$ cat src/rtl/regfile_param.sv
// Parametrised register file: NUM_RD combinational read ports, one synchronous write port, and a soft-clear sweep.
// Optional write-to-read forwarding is enabled by defining REGFILE_BYPASS_EN.
module regfile_param #(
    parameter int DATA_W = 32,
    parameter int ADDR_W = 4,
    parameter int NUM_RD = 2
) (
    input  logic                       clk,
    input  logic                       clr,
    input  logic                       LE,
    input  logic [ADDR_W-1:0]          Rc,
    input  logic [DATA_W-1:0]          I,
    input  logic [NUM_RD*ADDR_W-1:0]   Ra,
    output logic [NUM_RD*DATA_W-1:0]   Y,
    input  logic                       soft_clr,
    output logic                       busy,
    output logic                       done,
    output logic                       wr_drop
);

    localparam int DEPTH = 1 << ADDR_W;

    typedef enum logic [1:0] {
        IDLE  = 2'd0,
        SWEEP = 2'd1,
        DONE  = 2'd2
    } state_e;

    state_e              state_q, state_d;
    logic [ADDR_W-1:0]   cnt_q, cnt_d;
    logic                busy_q, busy_d;
    logic                done_q, done_d;
    logic                wr_drop_q, wr_drop_d;
    logic [DATA_W-1:0]   mem_q [DEPTH];
    logic                wr_en;

    // Writes are locked out for the whole sweep so the clear can't be undone mid-flight.
    assign wr_en = !LE && !busy_q;

    always_comb begin
        // NOTE: every output gets a default first so no path leaves a latch behind.
        state_d   = state_q;
        cnt_d     = cnt_q;
        busy_d    = 1'b0;
        done_d    = 1'b0;
        wr_drop_d = 1'b0;
        case (state_q)
            IDLE: begin
                if (soft_clr) begin
                    state_d = SWEEP;
                    cnt_d   = '0;
                    busy_d  = 1'b1;
                end
            end
            SWEEP: begin
                busy_d    = 1'b1;
                wr_drop_d = !LE;
                if (cnt_q == ADDR_W'(DEPTH - 1)) begin
                    state_d = DONE;
                    busy_d  = 1'b0;
                    done_d  = 1'b1;
                end else begin
                    cnt_d = cnt_q + 1'b1;
                end
            end
            DONE:    state_d = IDLE;
            default: state_d = IDLE;
        endcase
    end

    // NOTE: sequential state uses non-blocking assignments so every flop samples pre-edge values.
    always_ff @(posedge clk or negedge clr) begin
        if (!clr) begin
            state_q   <= IDLE;
            cnt_q     <= '0;
            busy_q    <= 1'b0;
            done_q    <= 1'b0;
            wr_drop_q <= 1'b0;
        end else begin
            state_q   <= state_d;
            cnt_q     <= cnt_d;
            busy_q    <= busy_d;
            done_q    <= done_d;
            wr_drop_q <= wr_drop_d;
        end
    end

    // NOTE: the array is built from flops with an async reset, since a hard reset must zero every register.
    always_ff @(posedge clk or negedge clr) begin
        if (!clr) begin
            for (int i = 0; i < DEPTH; i++) begin
                mem_q[i] <= '0;
            end
        end else if (state_q == SWEEP) begin
            mem_q[cnt_q] <= '0;
        end else if (wr_en) begin
            mem_q[Rc] <= I;
        end
    end

    always_comb begin
        Y = '0;
        for (int k = 0; k < NUM_RD; k++) begin
            Y[k*DATA_W +: DATA_W] = mem_q[Ra[k*ADDR_W +: ADDR_W]];
`ifdef REGFILE_BYPASS_EN
            if (wr_en && (Ra[k*ADDR_W +: ADDR_W] == Rc)) begin
                Y[k*DATA_W +: DATA_W] = I;
            end
`endif
        end
    end

    assign busy    = busy_q;
    assign done    = done_q;
    assign wr_drop = wr_drop_q;

endmodule

$ cat config.mk
export PLATFORM = sky130hd
export DESIGN_NAME = regfile_param
export DESIGN_NICKNAME = d
export VERILOG_FILES = /design/src/rtl/regfile_param.sv
export SDC_FILE = /design/constraint.sdc
export NUM_CORES = 1
export LEC_CHECK = 0
export CAP_MARGIN = 20
export CORE_UTILIZATION = 46
export CTS_CLUSTER_DIAMETER = 100
export DETAILED_ROUTE_END_ITERATION = 6
export GPL_TIMING_DRIVEN = 0
export MAX_ROUTING_LAYER = met4
export PLACE_DENSITY_LB_ADDON = 0.08
export SYNTH_ARGS = -nofsm -noshare
export SYNTH_HDL_FRONTEND = slang
export SYNTH_SLANG_ARGS = --single-unit
$ cat constraint.sdc
create_clock -name clk -period 5.7 [get_ports clk]
set_input_delay 1.425 -clock clk [delete_from_list [all_inputs] [get_ports clk]]
set_output_delay 1.425 -clock clk [all_outputs]
set_load 0.01 [all_outputs]
; After elaboration in Yosys (flattened, before gate mapping)
; Cells that the tools add are included.
[word_totals]
ff_bits = 521
out_inout_bits = 67
input_bits = 48
[op_classes]
n_eq_ne = 5
reduce_logical = 10
muxes = 25
n_bitwise = 6
order_cmp = 6
addsub = 1
[ops]
columns = op, n
row1 = 2-to-1 mux 512 bit, 2
row2 = AND 512 bit, 1
row3 = bitwise mux 512 bit, 1
row4 = NOT 512 bit, 1
row5 = binary-select mux 32 bit (select 4 bit), 2
row6 = demux 32 bit (select 4 bit), 2
row7 = 2-to-1 mux 32 bit, 6
row8 = >= comparator 5 bit (second input constant), 4
row9 = NOT 4 -> 5 bit, 4
row10 = less-than comparator 5 x 1 -> 1 bit (second input constant), 2
row11 = 2-to-1 mux 4 bit, 2
row12 = one-hot mux 4 bit (2 select lines), 1
row13 = inequality test 2 bit (second input constant), 3
row14 = 2-to-1 mux 1 bit, 5
row15 = adder 4 x 1 -> 4 bit (second input constant), 1
row16 = == test 4 bit (second input constant), 1
row17 = 2-to-1 mux 2 bit, 2
row18 = one-hot mux 2 bit (2 select lines), 1
row19 = nonzero test 2 bit, 2
row20 = logical AND 1 bit, 3
row21 = AND reduction 3 bit, 1
row22 = == test 2 x 1 -> 1 bit (second input constant), 1
row23 = zero test 1 bit, 2
row24 = zero test 2 bit, 1
row25 = other kinds (2), 2

; Longest topological paths before layout
; Gate-level depths: netlist of the first run.
[depth]
word_depth = 8
mapped_depth = 9

; Worst setup path before layout of the first run
; OpenSTA, ideal clock, no wires.
[synth_timing]
path_type = input to output
startpoint = in Ra[0]
endpoint = out Y[12]
slack_ns = 1.317
arrival_ns = 2.958
path_stages = 5
cell_sequence = buf_2 > buf_1 > mux4_2 > a22oi_1 > nand2_1
[synth_via]
elab_chain_cells = 4
[synth_lines]
columns = item, line
row1 = start: declaration, 13  ; input logic [NUM_RD*ADDR_W-1:0] Ra,
row2 = NOT 4 -> 5 bit (implied by the code), 104  ; Y[k*DATA_W +: DATA_W] = mem_q[Ra[k*ADDR_W +: ADDR_W]];
row3 = binary-select mux 32 bit (select 4 bit), 104
row4 = 2-to-1 mux 32 bit (implied by the code) (2 in series), 104
row5 = end: declaration, 14  ; output logic [NUM_RD*DATA_W-1:0] Y,
; No other way between the ends. The select of a mux whose other input is x is not followed.

; Worst setup path in the final report of the first run
[layout_timing]
startpoint = in Ra[2]
endpoint = out Y[21]
; Same word-level chain as after synthesis.

==> results.yml, run 1 <==
outcome:
  status: "finished, violations left"
  violations: "negative setup slack"
critical_path:
  worstSetupPathType: "in -> out"
  cp.required_ps: 4280
  critical_path_arrival_ps: 4300
  reg2reg_slack_ps: 2300
  cp_max_fo: 10
  worst_r2r_path_depth: 7
  crit_path_end_kind: "primary output"
  start_kind: "input port"
floorplan:
  die_y_um: 241.1
  io_pins: 115
  initial_core_util_pct: 46.62
  num_rows: 87
  die_w_um: 241.1
  core_sq_um: 56390
  die_area_sq_um: 58110
cells_and_area:
  layout_commonest_cell: "dfrtp_1"
  fillers: 4745
  mostFrequentLayoutCells: "dfrtp_1, a22o_1, mux4_2"
  areaGrowthSynthToFinish_pct: 14.76
  nNetsFinal: 2030
  final_layout_size_suffix_gt1_share_pct: 21.44
grt:
  grt_pass1_wl_mm: 141.1
  grt_pass1_vias: 20150
  gr-total-overflow: 0
  grt_usage_pct: 35.06
  grt_start_max_net_pins: 127
  antenna_found_initial: 3
clock_tree:
  cts_max_path_buffers: 3
  root_buffer: "clkbuf_16"
  cts_tree: "done"
  numCtsBuffers: 57
  cts_setup_buffers: 0
  htree_num_levels: 2
  clock-sinks: 521
  insertion_delay_ps: 640
  path_clk_slew_ps: 60
timing:
  hold_violations: 0
  finalCritPeriodShare_pct: 100.4
  worst_pin_slew_ps: 1214
  setup_viol: 2
  slew_viol_final: 0
  worst_hold_slack_ps: 512.4
  fmax_mhz: 174.7
  relSlewSlack_pct: 18.74
  worst_clock_skew_ps: 20.38
  min_period_ps: 5725
  fin_ws_ps: -24.65
power:
  power_uw: 10660
  p_clk_share_pct: 36.5
  seq_power_share_pct: 42.1
  power.density_nw_per_um2: 353.2
  ir_drop_uv: 254.0
  power.switching_uw: 3271
  swShare_pct: 30.69
  power.internal_uw: 7385
  power_frac_comb_pct: 21.4
  total_leakage_power_uw: 0.01316
synthesis:
  synth_compound_area_share_pct: 20.90
  ys_warn_count: 0
  synthCells: 1832
  syn_nets: 1885
  synthSimpleGateAreaFrac_pct: 3.208
  ys_seq_area_share_pct: 49.60
  synthAdderAreaFrac_pct: 0.2380
  synth_cell_types: 32
  avgSynthCellArea_sq_um: 14.35
  netlist_area_sq_um: 26290
  ys_ff_latch: 521
  synth_xor_area_share_pct: 0.06663
  synth_top_family_by_area: "multiplexers"
  synthMuxAreaShare_pct: 21.97
min_path:
  min_path_cells: 1
  hold_path_class: "reg -> reg"
placement:
  preCtsSetupSlack_ps: -98.35
  place.gp.congestion: 0.9356
  portBuffers: 78
  place_hpwl_mm: 65.66
drt:
  viasPerCell: 7.126
  ant_nets: 0
  first_iter_violations: 2418
  finalWirelength_mm: 96.44
  vias: 19850
  drc: 0
  wl_per_cell_um: 34.62
  dr.pass1.iters: 5
flow_run:
  maxCapViolCount: 0
[cells by family (layout without fill, tap and decap cells)]
kind of cell             after synthesis  in the layout
AND/OR/NAND/NOR                      145            145
XOR/XNOR                               2              2
buffers and inverters                254            446
flip-flops                           521            521
multiplexers                         257            257
adder cells (fa/ha/maj)                5              5
AO/OA/AOI/OAI                        648            648
other                                  0              6
[critical path: stages]
cell,delay [ps]
clkdlybuf4s50_1,640
and2_1,170
clkbuf_1,490
clkbuf_1,560
a22oi_1,270
nand2_1,170
clkdlybuf4s50_1,570
[through the flow]
step	area [sq um]	util [%]	instances	TNS, ps
after CTS	30120	53.41	2779	0
after floorplan	26290	-	1832	0
final	30170	53.50	2786	-36.49
after global placement	28010	49.68	2666	-
after global routing	30170	53.50	2785	-86.96
after detailed placement	28170	49.96	2673	-393.2
[cell type report]
class / instances / area [sq um] / area share, %
Multi-Input combinational cell: 1057 / 12190 / 40.42
Clock buffer: 87 / 1712 / 5.674
Tap cell: 756 / 945.9 / 3.135
Buffer: 252 / 1079 / 3.575
Timing Repair Buffer: 86 / 952.2 / 3.156
Inverter: 2 / 7.507 / 0.02488
Sequential cell: 521 / 13040 / 43.22
Antenna cell: 6 / 15.01 / 0.04977
Clock inverter: 19 / 226.5 / 0.7507
[timing repair]
item | in CTS | in global routing
hold buffers | 0 | 0
endpoints found under the setup margin | 13 | 24
gates resized for setup | 7 | 21
pin swaps | 0 | 0
[routing by layer]
metal / track usage [%] / share of wire [%] / up-vias
li1: - / - / 7766
met3: 7.217 / 9.0 / 245
met4: 16.88 / 5.5 / 0
met1: 46.85 / 40 / 10670
met2: 51.32 / 46 / 1176
met5: - / 0 / -
[final timing paths]
path                                  startpoint                      to
max in group asynchronous                    clr  mem_q[401]$_DFFE_PN0P_
hold / removal             mem_q[62]$_DFFE_PN0P_   mem_q[62]$_DFFE_PN0P_
min in group asynchronous                    clr  mem_q[324]$_DFFE_PN0P_
setup reg to reg                  busy$_DFF_PN0_  mem_q[199]$_DFFE_PN0P_
setup / recovery                           Ra[2]                   Y[21]
hold reg to reg            mem_q[62]$_DFFE_PN0P_   mem_q[62]$_DFFE_PN0P_
[power groups by stage]
stage	clock network (uW)	registers, uW	logic [uW]
floorplan	0	4420	1410
global placement	0	4510	2190
detailed placement	0	4520	2240
CTS	3920	4470	2240
global route	4070	4530	2390
finish	3890	4480	2280
[registers in the layout, indices dropped and copies added (netlist names)]
name,cells
cnt_q,4
done,1
state_q,2
busy,1
wr_drop,1
mem_q,512
[synthesized netlist by cell type]
master	instances	area share, %
buf_8	1	0.057
nand3_1	4	0.076
nor4_2	7	0.33
nor4_4	8	0.65
o21ai_0	3	0.057
buf_2	37	0.70
mux4_2	256	22
a31oi_1	4	0.095
nor4_1	1	0.024
ha_1	5	0.24
nor2_1	31	0.44
buf_1	46	0.66
and3_1	1	0.024
nand2b_1	8	0.19
clkbuf_1	162	2.3
or2_1	1	0.024
nor2_4	1	0.043
a22oi_1	128	3.7
a32o_1	1	0.038
a22o_1	512	17
or4b_4	1	0.052
xor2_1	2	0.067
nor2b_1	5	0.12
nand3b_1	4	0.11
inv_1	2	0.029
nor2b_4	1	0.052
dfrtp_1	521	50
mux2i_1	1	0.038
nand2_1	68	0.97
and2_1	2	0.048
or2_2	2	0.048
buf_6	6	0.26
No activity file was read; power rests on OpenSTA's default activity.
==> run 2: changes to the inputs <==
--- a/config.mk
+++ b/config.mk
@@ -5,13 +5,14 @@
 export SDC_FILE = /design/constraint.sdc
 export NUM_CORES = 1
 export LEC_CHECK = 0
+export ABC_CLOCK_PERIOD_IN_PS = 5700
 export CAP_MARGIN = 20
 export CORE_UTILIZATION = 46
 export CTS_CLUSTER_DIAMETER = 100
 export DETAILED_ROUTE_END_ITERATION = 6
 export GPL_TIMING_DRIVEN = 0
 export MAX_ROUTING_LAYER = met4
-export PLACE_DENSITY_LB_ADDON = 0.08
+export PLACE_DENSITY = 0.62
 export SYNTH_ARGS = -nofsm -noshare
 export SYNTH_HDL_FRONTEND = slang
 export SYNTH_SLANG_ARGS = --single-unit
==> results.yml, run 2 (synthesis results as in run 1) <==
outcome:
  status: "finished, violations left"
  violations: "negative setup slack"
drt:
  ant_nets: 0
  vias: 20010
  first_iter_violations: 2310
  dr.pass1.iters: 5
  finalWirelength_mm: 93.33
  viasPerCell: 7.211
  wl_per_cell_um: 33.63
  drc: 0
timing:
  min_period_ps: 5761
  setup_viol: 6
  hold_violations: 0
  fmax_mhz: 173.6
  rsz0062_at_grt: "no"
  slew_viol_final: 0
  relSlewSlack_pct: 28.52
  finalCritPeriodShare_pct: 101.1
  worst_pin_slew_ps: 1063
  fin_ws_ps: -60.82
  worst_clock_skew_ps: 38.88
critical_path:
  start_kind: "input port"
  worst_r2r_path_depth: 7
  worstPathCellList: "clkdlybuf4s50_1 > and2_1 > clkbuf_1 > clkbuf_1 > a22oi_1 > nand2_1 > clkdlybuf4s50_1"
  cp_max_fo: 10
  reg2reg_slack_ps: 2520
  worstSetupPathType: "in -> out"
  critical_path_arrival_ps: 4340
  worstReg2RegEnd: "mem_q[217]$_DFFE_PN0P_"
  cp_slowest_cell: "clkdlybuf4s50_1"
  cp.required_ps: 4280
  r2r_start: "busy$_DFF_PN0_"
  max_stage_delay_ps: 650
  crit_path_end_kind: "primary output"
power:
  power_uw: 10520
  power.internal_uw: 7298
  seq_power_share_pct: 42.6
  power.switching_uw: 3223
  swShare_pct: 30.63
  power_frac_comb_pct: 21.4
  power.density_nw_per_um2: 349.7
  ir_drop_uv: 220.0
  p_clk_share_pct: 36.0
  total_leakage_power_uw: 0.01311
placement:
  portBuffers: 78
  place.gp.congestion: 0.9241
  preCtsSetupSlack_ps: -137.6
  place_hpwl_mm: 63.33
grt:
  grt_pass1_wl_mm: 136.9
  gr-total-overflow: 0
  grt_start_max_net_pins: 118
  grt_usage_pct: 33.71
  antenna_found_initial: 2
  grt_pass1_vias: 20150
min_path:
  hp-start: "mem_q[1]$_DFFE_PN0P_"
  hold_path_class: "reg -> reg"
  hold_path_end: "mem_q[1]$_DFFE_PN0P_"
  min_path_cells: 1
cells_and_area:
  seqCellArea_sq_um: 13040
  areaGrowthSynthToFinish_pct: 14.44
  final_layout_size_suffix_gt1_share_pct: 21.12
  fillers: 4762
  nNetsFinal: 2030
  top_register: "mem_q"
  largest_reg_flops: 512
  multi_input_area_sq_um: 12190
  top_regs: "mem_q: 512 flops, cnt_q: 4 flops, state_q: 2 flops"
  mostFrequentLayoutCells: "dfrtp_1, a22o_1, mux4_2"
  layout_commonest_cell: "dfrtp_1"
clock_tree:
  cts_setup_buffers: 0
  cts_tree: "done"
  root_buffer: "clkbuf_16"
  htree_num_levels: 2
  insertion_delay_ps: 650
  hold_buffers: 0
  clock-sinks: 521
  cts_max_path_buffers: 3
  numCtsBuffers: 57
  path_clk_slew_ps: 60
floorplan:
  io_pins: 115
  initial_core_util_pct: 46.62
  num_rows: 87
  die_y_um: 241.1
  core_sq_um: 56390
  die_area_sq_um: 58110
  die_w_um: 241.1
flow_run:
  maxCapViolCount: 0
[run 2: worst max-delay path by stage]
| stage | startpoint | endpoint | slack (ps) | cells after the start |
|---|---|---|---|---|
| 2_1_floorplan | Ra[0] | Y[12] | 1320 | 5 |
| 3_3_place_gp | clr | mem_q[145]$_DFFE_PN0P_ | -19650 | 1 |
| 3_5_place_dp | Ra[1] | Y[31] | -140 | 6 |
| 4_1_cts | Ra[7] | Y[34] | 0.4 | 7 |
| 5_1_grt | Ra[7] | Y[52] | 2 | 7 |
| 6_report | Ra[7] | Y[54] | -60 | 7 |
[run 2: routing by layer]
layer | GRT usage (%) | part of all wire [%] | vias up
li1 | - | - | 7770
met1 | 45.03 | 39 | 10650
met2 | 50.20 | 47 | 1331
met3 | 7.309 | 9.9 | 257
met4 | 13.89 | 4.3 | 0
met5 | - | 0 | -
[run 2: worst max-delay path, delay by kind of cell]
family	cells	cell delay [ps]
AOI/OAI and AO/OA	1	240
buffers and inverters	4	2330
and+or+nand+nor	2	330
[run 2: repair_timing]
| action | CTS | global route |
|---|---|---|
| endpoints found under the setup margin | 34 | 22 |
| resized for setup | 10 | 13 |
| cloned | 0 | 0 |
[run 2: cell type report]
class / count / area share [%]
clock buffer: 87 / 5.586
buffer: 252 / 3.589
multi-input combinational: 1057 / 40.53
clock inverter: 12 / 0.6280
sequential: 521 / 43.34
timing repair buffer: 86 / 3.140
antenna: 2 / 0.01664
tap: 756 / 3.144
inverter: 2 / 0.02495
[run 2: power by group through the flow]
stage	Clock, uW	Sequential, uW	Combinational [uW]
finish	3780	4490	2250
global route	3940	4530	2360
CTS	3800	4470	2210
detailed placement	0	4520	2200
global placement	0	4500	2150
floorplan	0	4420	1410
[run 2: through the flow]
step | cells | hold slack [ps] | TNS [ps] | util, % | cell area (sq um)
6_report | 2775 | 512.6 | -180.0 | 53.35 | 30080
3_3_place_gp | 2666 | 492.9 | - | 49.68 | 28010
5_1_grt | 2775 | 525.9 | 0 | 53.35 | 30080
4_1_cts | 2772 | 515.5 | 0 | 53.30 | 30050
3_5_place_dp | 2673 | 497.0 | -1767 | 49.95 | 28170
2_1_floorplan | 1832 | 477.2 | 0 | - | 26290
==> run 3: changes to the inputs <==
--- a/config.mk
+++ b/config.mk
@@ -10,9 +10,10 @@
 export CORE_UTILIZATION = 46
 export CTS_CLUSTER_DIAMETER = 100
 export DETAILED_ROUTE_END_ITERATION = 6
+export DONT_BUFFER_PORTS = 1
 export GPL_TIMING_DRIVEN = 0
 export MAX_ROUTING_LAYER = met4
-export PLACE_DENSITY = 0.62
+export PLACE_DENSITY = 0.6
 export SYNTH_ARGS = -nofsm -noshare
 export SYNTH_HDL_FRONTEND = slang
 export SYNTH_SLANG_ARGS = --single-unit
==> results.yml, run 3 (synthesis results as in run 1) <==
grt:
  grt_usage_pct: 33.87
  grt_start_max_net_pins: 522
  grt_pass1_vias: 19450
  antenna_found_initial: 1
  grt_pass1_wl_mm: 136.6
  gr-total-overflow: 0
drt:
  ant_nets: 0
  wl_per_cell_um: 35.11
  viasPerCell: 7.255
  dr.pass1.iters: 7
  finalWirelength_mm: 94.70
  first_iter_violations: 2745
  drc: 1
  vias: 19570
power:
  p_clk_share_pct: 37.3
  swShare_pct: 30.33
  ir_drop_uv: 251.4
  total_leakage_power_uw: 0.01276
  power_frac_comb_pct: 19.8
  power.internal_uw: 7282
  power.density_nw_per_um2: 357.7
  power.switching_uw: 3170
  seq_power_share_pct: 42.9
cells_and_area:
  nNetsFinal: 1948
  areaGrowthSynthToFinish_pct: 11.16
  seqCellArea_sq_um: 13040
  fillers: 4729
  design_area_sq_um: 29220
  layout_commonest_cell: "dfrtp_1"
  largest_reg_flops: 512
  final_layout_size_suffix_gt1_share_pct: 21.24
  top_regs: "mem_q: 512 flops, cnt_q: 4 flops, state_q: 2 flops"
  top_register: "mem_q"
  multi_input_area_sq_um: 12190
  mostFrequentLayoutCells: "dfrtp_1, a22o_1, mux4_2"
critical_path:
  critPathBufInv: 2
  worst_r2r_path_depth: 7
  critical_path_arrival_ps: 4140
  cp_slowest_cell: "clkbuf_1"
  cp.required_ps: 4280
  crit_path_end_kind: "primary output"
  worstSetupPathType: "in -> out"
  start_kind: "input port"
  worstPathCellList: "clkbuf_1 > clkbuf_1 > mux4_2 > a22oi_1 > nand2_1"
  cp_max_fo: 10
  crit_family: "buffers and inverters"
  max_stage_delay_ps: 870
  crit_cells: 5
  path_common_cell: "clkbuf_1"
clock_tree:
  htree_num_levels: 2
  root_buffer: "clkbuf_16"
  insertion_delay_ps: 640
  numCtsBuffers: 57
  cts_resized: 0
  cts_tree: "done"
  path_clk_slew_ps: 60
  cts_setup_buffers: 0
  hold_buffers: 0
  cts_max_path_buffers: 3
  clock-sinks: 521
outcome:
  violations: "design-rule violations, max-slew violations"
  status: "finished, violations left"
timing:
  fmax_mhz: 179.7
  setup_viol: 0
  min_period_ps: 5565
  finalSetupTns_ps: 0
  worst_clock_skew_ps: 18.52
  finalCritPeriodShare_pct: 97.64
  hold_violations: 0
  slew_viol_final: 321
  relSlewSlack_pct: -49.18
  rsz0062_at_grt: "no"
  worst_pin_slew_ps: 2238
floorplan:
  io_pins: 115
  num_rows: 87
  initial_core_util_pct: 46.62
  die_area_sq_um: 58110
  core_sq_um: 56390
  die_w_um: 241.1
  die_y_um: 241.1
min_path:
  hold_path_class: "reg -> reg"
  min_path_cells: 1
placement:
  place_hpwl_mm: 62.91
  placed_cell_area_sq_um: 27240
  place.gp.congestion: 0.9200
  portBuffers: 0
flow_run:
  maxCapViolCount: 0
-- run 3: layer usage --
layer  wire length [um]  vias up  track usage, %
li1                   -     7605               -
met1              36390    10450           44.30
met2              43180     1265           49.17
met3              10250      252           8.887
met4               4883        0           16.28
met5                  0        -               -
-- run 3: final timing paths --
kind,startpoint,end,slack [ps]
max in group asynchronous,clr,mem_q[466]$_DFFE_PN0P_,3430
min reg2reg,mem_q[56]$_DFFE_PN0P_,mem_q[56]$_DFFE_PN0P_,510
min in group asynchronous,clr,mem_q[325]$_DFFE_PN0P_,520
max reg2reg,busy$_DFF_PN0_,mem_q[202]$_DFFE_PN0P_,2380
min,mem_q[56]$_DFFE_PN0P_,mem_q[56]$_DFFE_PN0P_,510
max,Ra[5],Y[62],130
-- run 3: power by group through the flow --
stage	sequential, uW	clock, uW	combinational, uW
after floorplan	4420	0	1410
after global placement	4490	0	1980
after detailed placement	4520	0	2010
after CTS	4460	3920	2020
after global routing	4530	4060	2150
final	4480	3890	2070
-- run 3: cell type report --
class                      instances  share of cell area (%)
antenna                            1                0.008564
buffer                           252                   3.588
sequential                       521                   44.62
inverter                           2                 0.02569
multi-input combinational       1057                   41.73
clock inverter                    19                  0.8821
tap                              756                   3.237
timing repair buffer               4                  0.1798
clock buffer                      85                   5.729
-- run 3: per-stage QoR --
stage	power (uW)	hold slack (ps)	cells	utilization (%)	setup slack, ps
2_1_floorplan	5828	477.2	1832	-	1317
3_3_place_gp	6469	493.8	2588	48.30	289.5
3_5_place_dp	6528	496.0	2589	48.32	215.2
4_1_cts	10400	497.6	2693	51.74	212.8
5_1_grt	10740	514.0	2697	51.82	81.10
6_report	10450	513.9	2697	51.82	134.7
-- run 3: worst register-to-register path, delay by kind of cell (launching register included) --
| family | cells | cell delay [ps] |
|---|---|---|
| buffers and inverters | 3 | 880 |
| AND/OR/NAND/NOR | 3 | 1610 |
| flip-flops | 1 | 410 |
| AO/OA/AOI/OAI | 1 | 310 |
